**src/rtl/bit_merger.sv**
```systemverilog
// Merges a DW-bit data field and an AW-bit address field into one {addr, data}
// packet queued in a 2-entry output FIFO. Define BIT_MERGER_COUNT_EN to add pkt_count.
module bit_merger #(
  parameter int unsigned DW = 7,
  parameter int unsigned AW = 4
) (
  input  logic               CLK,
  input  logic               _RESET,
  input  logic [DW-1:0]      data_in,
  input  logic               data_valid,
  output logic               data_ready,
  input  logic [AW-1:0]      addr_in,
  input  logic               addr_valid,
  output logic               addr_ready,
  output logic [DW+AW-1:0]   pkt_out,
  output logic               pkt_valid,
  input  logic               pkt_ready
`ifdef BIT_MERGER_COUNT_EN
  ,
  output logic [15:0]        pkt_count
`endif
);

  localparam int unsigned PW = DW + AW;

  typedef enum logic [1:0] {
    EMPTY = 2'd0,
    ONE   = 2'd1,
    FULL  = 2'd2
  } fifo_state_e;

  logic [DW-1:0] data_hold_q, data_hold_d;
  logic          data_held_q, data_held_d;
  logic [AW-1:0] addr_hold_q, addr_hold_d;
  logic          addr_held_q, addr_held_d;

  fifo_state_e   state_q;
  logic [PW-1:0] head_q;
  logic [PW-1:0] tail_q;
  logic          pkt_valid_q;

  logic          pop;
  logic          fifo_space;
  logic          merge_fire;
  logic          data_acc;
  logic          addr_acc;
  logic [PW-1:0] merged;

  // Handshake decode; a held field frees its slot on the same edge it merges.
  always_comb begin
    pop         = pkt_valid_q & pkt_ready;
    fifo_space  = (state_q != FULL) | pop;
    merge_fire  = data_held_q & addr_held_q & fifo_space;
    data_ready  = ~data_held_q | merge_fire;
    addr_ready  = ~addr_held_q | merge_fire;
    data_acc    = data_valid & data_ready;
    addr_acc    = addr_valid & addr_ready;
    merged      = {addr_hold_q, data_hold_q};
    data_held_d = data_acc | (data_held_q & ~merge_fire);
    addr_held_d = addr_acc | (addr_held_q & ~merge_fire);
    data_hold_d = data_acc ? data_in : data_hold_q;
    addr_hold_d = addr_acc ? addr_in : addr_hold_q;
  end

  always_ff @(posedge CLK or negedge _RESET) begin
    if (!_RESET) begin
      data_hold_q <= '0;
      data_held_q <= 1'b0;
      addr_hold_q <= '0;
      addr_held_q <= 1'b0;
    end else begin
      data_hold_q <= data_hold_d;
      data_held_q <= data_held_d;
      addr_hold_q <= addr_hold_d;
      addr_held_q <= addr_held_d;
    end
  end

  // Output FIFO: head_q is always the oldest unpopped packet.
  always_ff @(posedge CLK or negedge _RESET) begin
    if (!_RESET) begin
      state_q     <= EMPTY;
      head_q      <= '0;
      tail_q      <= '0;
      pkt_valid_q <= 1'b0;
    end else begin
      case (state_q)
        EMPTY: begin
          if (merge_fire) begin
            head_q      <= merged;
            state_q     <= ONE;
            pkt_valid_q <= 1'b1;
          end
        end
        ONE: begin
          if (merge_fire && !pop) begin
            tail_q  <= merged;
            state_q <= FULL;
          end else if (!merge_fire && pop) begin
            state_q     <= EMPTY;
            pkt_valid_q <= 1'b0;
          end else if (merge_fire && pop) begin
            head_q <= merged;
          end
        end
        FULL: begin
          if (pop) begin
            head_q <= tail_q;
            if (merge_fire) begin
              tail_q <= merged;
            end else begin
              state_q <= ONE;
            end
          end
        end
        default: begin
          state_q     <= EMPTY;
          pkt_valid_q <= 1'b0;
        end
      endcase
    end
  end

  assign pkt_out   = head_q;
  assign pkt_valid = pkt_valid_q;

`ifdef BIT_MERGER_COUNT_EN
  logic [15:0] pkt_count_q;

  // Free-running pop counter, wraps naturally at 16 bits.
  always_ff @(posedge CLK or negedge _RESET) begin
    if (!_RESET) begin
      pkt_count_q <= '0;
    end else if (pop) begin
      pkt_count_q <= pkt_count_q + 16'd1;
    end
  end

  assign pkt_count = pkt_count_q;
`endif

endmodule

```
**config.mk**
```make
export PLATFORM = sky130hd
export DESIGN_NAME = bit_merger
export DESIGN_NICKNAME = d
export VERILOG_FILES = /design/src/rtl/bit_merger.sv
export SDC_FILE = /design/constraint.sdc
export NUM_CORES = 1
export LEC_CHECK = 0
export ABC_AREA = 1
export BUFFER_PORTS_ARGS = -buffer_cell sky130_fd_sc_hd__clkbuf_2
export CORE_MARGIN = 2
export CORE_UTILIZATION = 46
export CTS_BUF_LIST = sky130_fd_sc_hd__clkbuf_16
export CTS_CLUSTER_SIZE = 28
export DETAILED_ROUTE_END_ITERATION = 7
export HOLD_SLACK_MARGIN = 0.08
export PLACE_DENSITY = 0.67
export SETUP_SLACK_MARGIN = 0.4
export SLEW_MARGIN = 40
export SYNTH_ARGS = -nofsm -noshare
export SYNTH_HDL_FRONTEND = slang
export SYNTH_SLANG_ARGS = --single-unit
```
**constraint.sdc**
```tcl
create_clock -name CLK -period 2 [get_ports CLK]
set_input_delay 0.2 -clock CLK [delete_from_list [all_inputs] [get_ports CLK]]
set_output_delay 0.2 -clock CLK [all_outputs]
set_load 0.02 [all_outputs]
```
======== Word-level counts from Yosys, hierarchy flattened ========
Cells that the tools add are included.
word-level totals
  bits in registers ....................... 38
  input port bits ......................... 16
  output and inout bits ................... 14
  word-level logic and storage cells ...... 68
operators by class
  equality and inequality tests ........... 13
  muxes and demuxes ....................... 19
  bitwise logic cells ..................... 16
  reductions and logical operators ........ 12
operators with widths
  operator              number
  $mux W11              7
  $pmux W11 S3          1
  $pmux W11 S2          1
  $ne A2 B2 Y1 const B  10
  $reduce_and A4 Y1     3
  $mux W2               5
  $and A1 B1 Y1         7
  $pmux W2 S3           1
  $reduce_and A6 Y1     1
  $or A1 B1 Y1          5
  $not A1 Y1            4
  $logic_and A1 B1 Y1   3
  $mux W1               3
  $ne A3 B3 Y1 const B  1
  $pmux W1 S3           1
  $reduce_bool A3 Y1    1
  $eq A2 B1 Y1 const B  1
  $eq A2 B2 Y1 const B  1
  $logic_not A1 Y1      2
  $logic_not A2 Y1      1
  $reduce_bool A2 Y1    1

======== Logic depth before layout (Yosys ltp) ========
  depth after elaboration ................. 8
  gate-level depth with buffers ........... 13
  gate-level depth less buffers ........... 12

======== Worst setup path after synthesis ========
OpenSTA, ideal clock, no wires.
  path type ............................... reg2reg
  start ................................... register pkt_valid_q (netlist: pkt_valid)
  end ..................................... register head_q[0] (netlist: pkt_out[0])
  setup time .............................. 0.066 ns
  data arrival time ....................... 1.730 ns
  slack ................................... 0.204 ns
  stages on the path, launching flop included .. 12
  buffers on the path ..................... 1
  clock period less this slack ............ 1.796 ns
  path through ............................ dfrtp_1 -> nand2_1 -> nand2_2 -> nand2_4 -> inv_1 -> ha_1 -> nor2_1 -> nand3_1 -> nand2_1 -> clkbuf_1 -> nand3_1 -> nand2_1
on the way
  cells in the longest elaborated chain, start to end .. 7
  elaborated cells between the ends (all ways) .. 14
  classes of those cells .................. eq/ne (5); bitwise (3); reduce/logical (6)
RTL lines
  element                          RTL line  RTL
  start: declaration               40        logic pkt_valid_q;
  start signal: assignment         85        pkt_valid_q <= 1'b0;
  start signal: assignment         92        pkt_valid_q <= 1'b1;
  start signal: assignment         101       pkt_valid_q <= 1'b0;
  $and A1 B1 Y1 (*)                51        pop = pkt_valid_q & pkt_ready;
  $or A1 B1 Y1                     52        fifo_space = (state_q != FULL) | pop;
  $and A1 B1 Y1                    53        merge_fire = data_held_q & addr_held_q & fifo_space;
  $logic_not A1 Y1                 99        end else if (!merge_fire && pop) begin
  $logic_and A1 B1 Y1              99
  $ne A2 B2 Y1 (no line)           --
  $reduce_and A6 Y1 (no line) (*)  --
  end signal: assignment           90        head_q <= merged;
  end signal: assignment           103       head_q <= merged;
  end signal: assignment           108       head_q <= tail_q;
  end: declaration                 38        logic [PW-1:0] head_q;
Every way passes the cells marked *; elsewhere a longest branch is shown, timed or not.
A chain may end at the register's enable or synchronous reset.

======== Worst setup path in the final report ========
  start ................................... register state_q[0]
  end ..................................... register head_q[8] (netlist: pkt_out[8])
on the way
  cells in the longest elaborated chain, start to end .. 7
  elaborated cells between the ends (all ways) .. 18
  classes of those cells .................. eq/ne (8); mux (1); bitwise (2); reduce/logical (7)
RTL lines
  element                      RTL line  RTL
  start: declaration           37        fifo_state_e state_q;
  start signal: assignment     82        state_q <= EMPTY;
  start signal: assignment     91        state_q <= ONE;
  start signal: assignment     98        state_q <= FULL;
  $ne A2 B2 Y1                 52
  $or A1 B1 Y1                 52
  $and A1 B1 Y1                53
  $logic_not A1 Y1             99
  $logic_and A1 B1 Y1          99
  $ne A2 B2 Y1 (no line)       --
  $reduce_and A6 Y1 (no line)  --
Several ways; a longest one is shown, not always the timed one.

==> impl_summary.log <==
[metrics] biggest area contributors in the synthesized netlist: sky130_fd_sc_hd__dfrtp_1 (53%), sky130_fd_sc_hd__nand2_1 (23%), sky130_fd_sc_hd__nand3_1 (11%), sky130_fd_sc_hd__ha_1 (2.1%), sky130_fd_sc_hd__nand2_4 (1.9%)
[metrics] final layout net count: 290
[metrics] dominant combinational cell family by area after synthesis: simple AND/OR/NAND/NOR gates
[metrics] highest achievable clock rate: 610 MHz
[metrics] setup repair after global routing missed its margin: true
[metrics] via count: 1575
[metrics] number of antenna violations at the first check in global routing: 0
[metrics] final-report max-slew violation count: 0
[metrics] routed length per instance: 12.5 um
[metrics] wire length of the first global-routing pass: 6710 um
[metrics] critical path's slowest cell: sky130_fd_sc_hd__dfrtp_2
[metrics] proportion of total power due to net switching: 40.3%
[metrics] CTS tree: done
[metrics] register area: 953 um^2
[metrics] clock latency of the later-clocked register in the worst-skew pair: 0.27 ns
[metrics] worst min-delay path class: input port to flip-flop
[metrics] number of sinks driven by the clock tree: 38
[metrics] Pint: 2.11 mW
[metrics] fraction of the mapped netlist area in compound gates: 0.836%
[metrics] ports placed on the boundary: 30
[metrics] most frequent cell after synthesis: sky130_fd_sc_hd__nand2_1
[metrics] setup violators final: 0
[metrics] number of global-route vias before repair: 1443
[metrics] total detailed-routing wirelength: 3990 um
[metrics] maximum number of pins on one net before global-route repair: 32
[metrics] Cells after Synth: 226
[metrics] crit-path cells: nor2_4 -> nand2_2 -> nand2_4 -> inv_4 -> ha_4 -> nor2_1 -> nand3_1 -> nand2_4 -> buf_6 -> nand3_1 -> nand2_1
[metrics] simple-gate area share of the yosys netlist: 38.9%
[metrics] Post-Route Setup TNS: 0 ns
[metrics] launch point of the worst hold path: data_in[0]
[metrics] total area of multi-input combinational cells: 837 um^2
[metrics] clock skew after layout: 0.00357 ns
[metrics] half-perimeter wire length of the detailed placement result: 2570 um
[metrics] horizontal die dimension: 66.5 um
[metrics] maximum buffer depth of the clock tree: 2
[metrics] fraction of final layout cells with drive strength greater than 1: 29.2%
[metrics] fillers: 343
[metrics] yosys synthesis warning count: 0
[metrics] tightest hold margin: 0.154 ns
[metrics] Relative slew margins: 54.3%
[metrics] minimum clock period: 1.64 ns
[metrics] post-synthesis to final-layout area growth: 28.9%
[metrics] slew of the pin with the lowest slew margin: 0.686 ns
[metrics] share of power burned in registers: 36.2%
[metrics] critical path buffer and inverter count: 2
[metrics] destination of the critical timing path: pkt_out[8]
[metrics] Synth Flop Type: sky130_fd_sc_hd__dfrtp_1
[metrics] final clock period utilization by the worst path: 82.0%
[metrics] post-synthesis cell type count: 17
[metrics] register-to-register path setup slack: 0.36 ns
[metrics] fraction of power consumed by combinational cells: 43.9%
[metrics] GRT overflow: 0
[metrics] sequential element share of the synthesized area: 53.0%
[metrics] CTS root buf: sky130_fd_sc_hd__clkbuf_16
[metrics] Syn Nets: 245
[metrics] cell types with the highest counts after synthesis: sky130_fd_sc_hd__nand2_1 (112), sky130_fd_sc_hd__nand3_1 (39), sky130_fd_sc_hd__dfrtp_1 (38), sky130_fd_sc_hd__inv_1 (8), sky130_fd_sc_hd__nand2_2 (4)
[metrics] clock-pin slew reported for the worst setup and hold paths after clock tree synthesis: 0.05 ns
[metrics] timing startpoint of the critical path: state_q[0]
[metrics] multiplexer area fraction after synthesis: 0%
[metrics] largest area contributor in the synthesized netlist: sky130_fd_sc_hd__dfrtp_1
[metrics] VDD IR-drop max: 0.655 mV
[metrics] number of flops mapped to enable cells by yosys: 0
[metrics] power per standard cell area: 1520 nW/um^2
[metrics] startpoint of the lowest-slack register-to-register path: state_q[0]
[metrics] Port-buffer cells: 29
[metrics] outcome: completed
[metrics] #FFs+latches synth: 38
[metrics] P_leak: 1.31 nW
[metrics] final RePlAce weighted congestion: 0.787
[metrics] post-synthesis share of cell area spent on full adders, half adders and majority gates: 2.09%
[metrics] aggregate global-route resource usage: 20.4%
[metrics] DIE AREA: 4420 um^2
[metrics] number of placement rows: 22
[metrics] DRC violation count after routing: 0
[metrics] core area: 3720 um^2
[metrics] r2r worst-path depth: 11
[metrics] post-route ant nets: 0
[metrics] worst-path fanout max: 6
[metrics] Antenna diodes: 0
[metrics] number of hold violations in the final report: 0
[metrics] average instance area after synthesis: 7.94 um^2
[metrics] Stages on worst setup path: 11
[metrics] clock group share of total power: 19.9%
[metrics] endpoint type of the worst setup path: flip-flop
[metrics] total CTS buffers: 5
[metrics] DRC violation total after the first TritonRoute iteration: 103
[metrics] average via count per standard cell: 4.94
[metrics] net load switching power: 1.42 mW
[metrics] async set-or-reset flop fraction in the synthesized netlist: 100%
[metrics] Initial DRT Pass Iterations: 4
[metrics] number of maximum-capacitance constraint violations: 0
[metrics] Reg2Reg Capture Point: pkt_out[8]
[metrics] Vert. Die Dim: 66.5 um
[metrics] CP max stage delay: 0.42 ns
[metrics] WP data required: 2.21 ns
[metrics] combined area of all synthesized cells: 1800 um^2
[metrics] CP top delay family: simple AND/OR/NAND/NOR gates
[metrics] Synth top area share: 53.0%
[metrics] area share of xor/xnor cells in the synthesized design: 0%
[metrics] element type at the critical path start: flip-flop
[metrics] starting density of the core: 48.3%
[metrics] H-tree depth reported by CTS: 2
[metrics] critical path start-end classification: flip-flop to flip-flop
[metrics] arrival time reported for the critical path endpoint: 1.85 ns
[metrics by stage]
step / std cells / area, um^2 / total power [mW] / utilization [%] / worst slack, ns
floorplan: 226 / 1810 / 2.24 / - / 0.412
global placement: 300 / 2000 / 2.54 / 53.9 / 0.329
detailed placement: 300 / 2000 / 2.57 / 53.9 / 0.290
CTS: 313 / 2210 / 3.38 / 59.4 / 0.410
global route: 319 / 2310 / 3.85 / 62.3 / 0.273
finish: 319 / 2310 / 3.53 / 62.3 / 0.360
[how the worst min path moves through the flow]
stage / end / slack, ns / depth (start not counted)
after floorplan: addr_held_q / -0.1 / 0
after global placement: addr_hold_q[0] / 0.32 / 1
after detailed placement: addr_hold_q[0] / 0.31 / 1
after CTS: data_hold_q[0] / 0.15 / 3
after global routing: data_hold_q[3] / 0.17 / 3
final: data_hold_q[0] / 0.15 / 3
[final cells by class]
| type | instances | area share [%] |
|---|---|---|
| multi-input cells | 169 | 36.2 |
| repair buffers | 46 | 12.4 |
| well taps | 48 | 2.60 |
| clock inverters | 2 | 0.324 |
| flip-flops and latches | 38 | 41.2 |
| clock buffers | 5 | 5.41 |
| inverters | 11 | 1.89 |
[placed cells by master (no fill, tap or decap), drive strengths merged]
| cell | count |
|---|---|
| nand2 | 120 |
| nand3 | 39 |
| dfrtp | 38 |
| clkbuf | 32 |
| buf | 18 |
| inv | 13 |
| nor2 | 3 |
| o21ai | 3 |
| ha | 3 |
| nor3 | 1 |
| dlygate4sd3 | 1 |
[cells by family after synthesis]
kind of cell | count (synthesis)
AOI/OAI and AO/OA | 3
buffers and inverters | 20
adders and majority gates | 3
DFF | 38
and+or+nand+nor | 162
[timing repair]
action / 4_1_cts / 5_1_grt
resized for setup: 9 / 16
endpoints found under the setup margin: 24 / 25
gates cloned: 1 / 1
endpoints found under the hold margin: 30 / 0
setup buffers: 4 / 5
pin swaps: 3 / 11
hold buffers: 1 / 0
[layer usage]
metal	global-route usage, %	vias up	wire length [um]
met1	27.4	724	1880
met4	6.12	0	12
met3	5.07	3	183
met5	0	-	0
li1	-	800	-
met2	32.8	48	1910
[worst reg2reg max path: stages (launching register included)]
cell and delay, ns:
sky130_fd_sc_hd__dfrtp_2 0.42, sky130_fd_sc_hd__nor2_4 0.12, sky130_fd_sc_hd__nand2_2 0.08, sky130_fd_sc_hd__nand2_4 0.11
sky130_fd_sc_hd__inv_4 0.05, sky130_fd_sc_hd__ha_4 0.15, sky130_fd_sc_hd__nor2_1 0.09, sky130_fd_sc_hd__nand3_1 0.14
sky130_fd_sc_hd__nand2_4 0.14, sky130_fd_sc_hd__buf_6 0.14, sky130_fd_sc_hd__nand3_1 0.08, sky130_fd_sc_hd__nand2_1 0.08
[registers in the layout, summed over array words and instances (netlist names)]
signal,cells
data_hold_q,7
addr_held_q,1
addr_hold_q,4
pkt_valid,1
tail_q,11
data_held_q,1
pkt_out,11
state_q,2
[power groups by stage]
stage | registers, mW | clock network [mW] | logic, mW
after global routing | 1.33 | 0.759 | 1.76
after detailed placement | 1.30 | 0 | 1.27
after global placement | 1.29 | 0 | 1.25
after CTS | 1.28 | 0.723 | 1.38
final | 1.28 | 0.701 | 1.55
after floorplan | 1.39 | 0 | 0.851
Note: power is estimated with default switching activity, not from simulation.
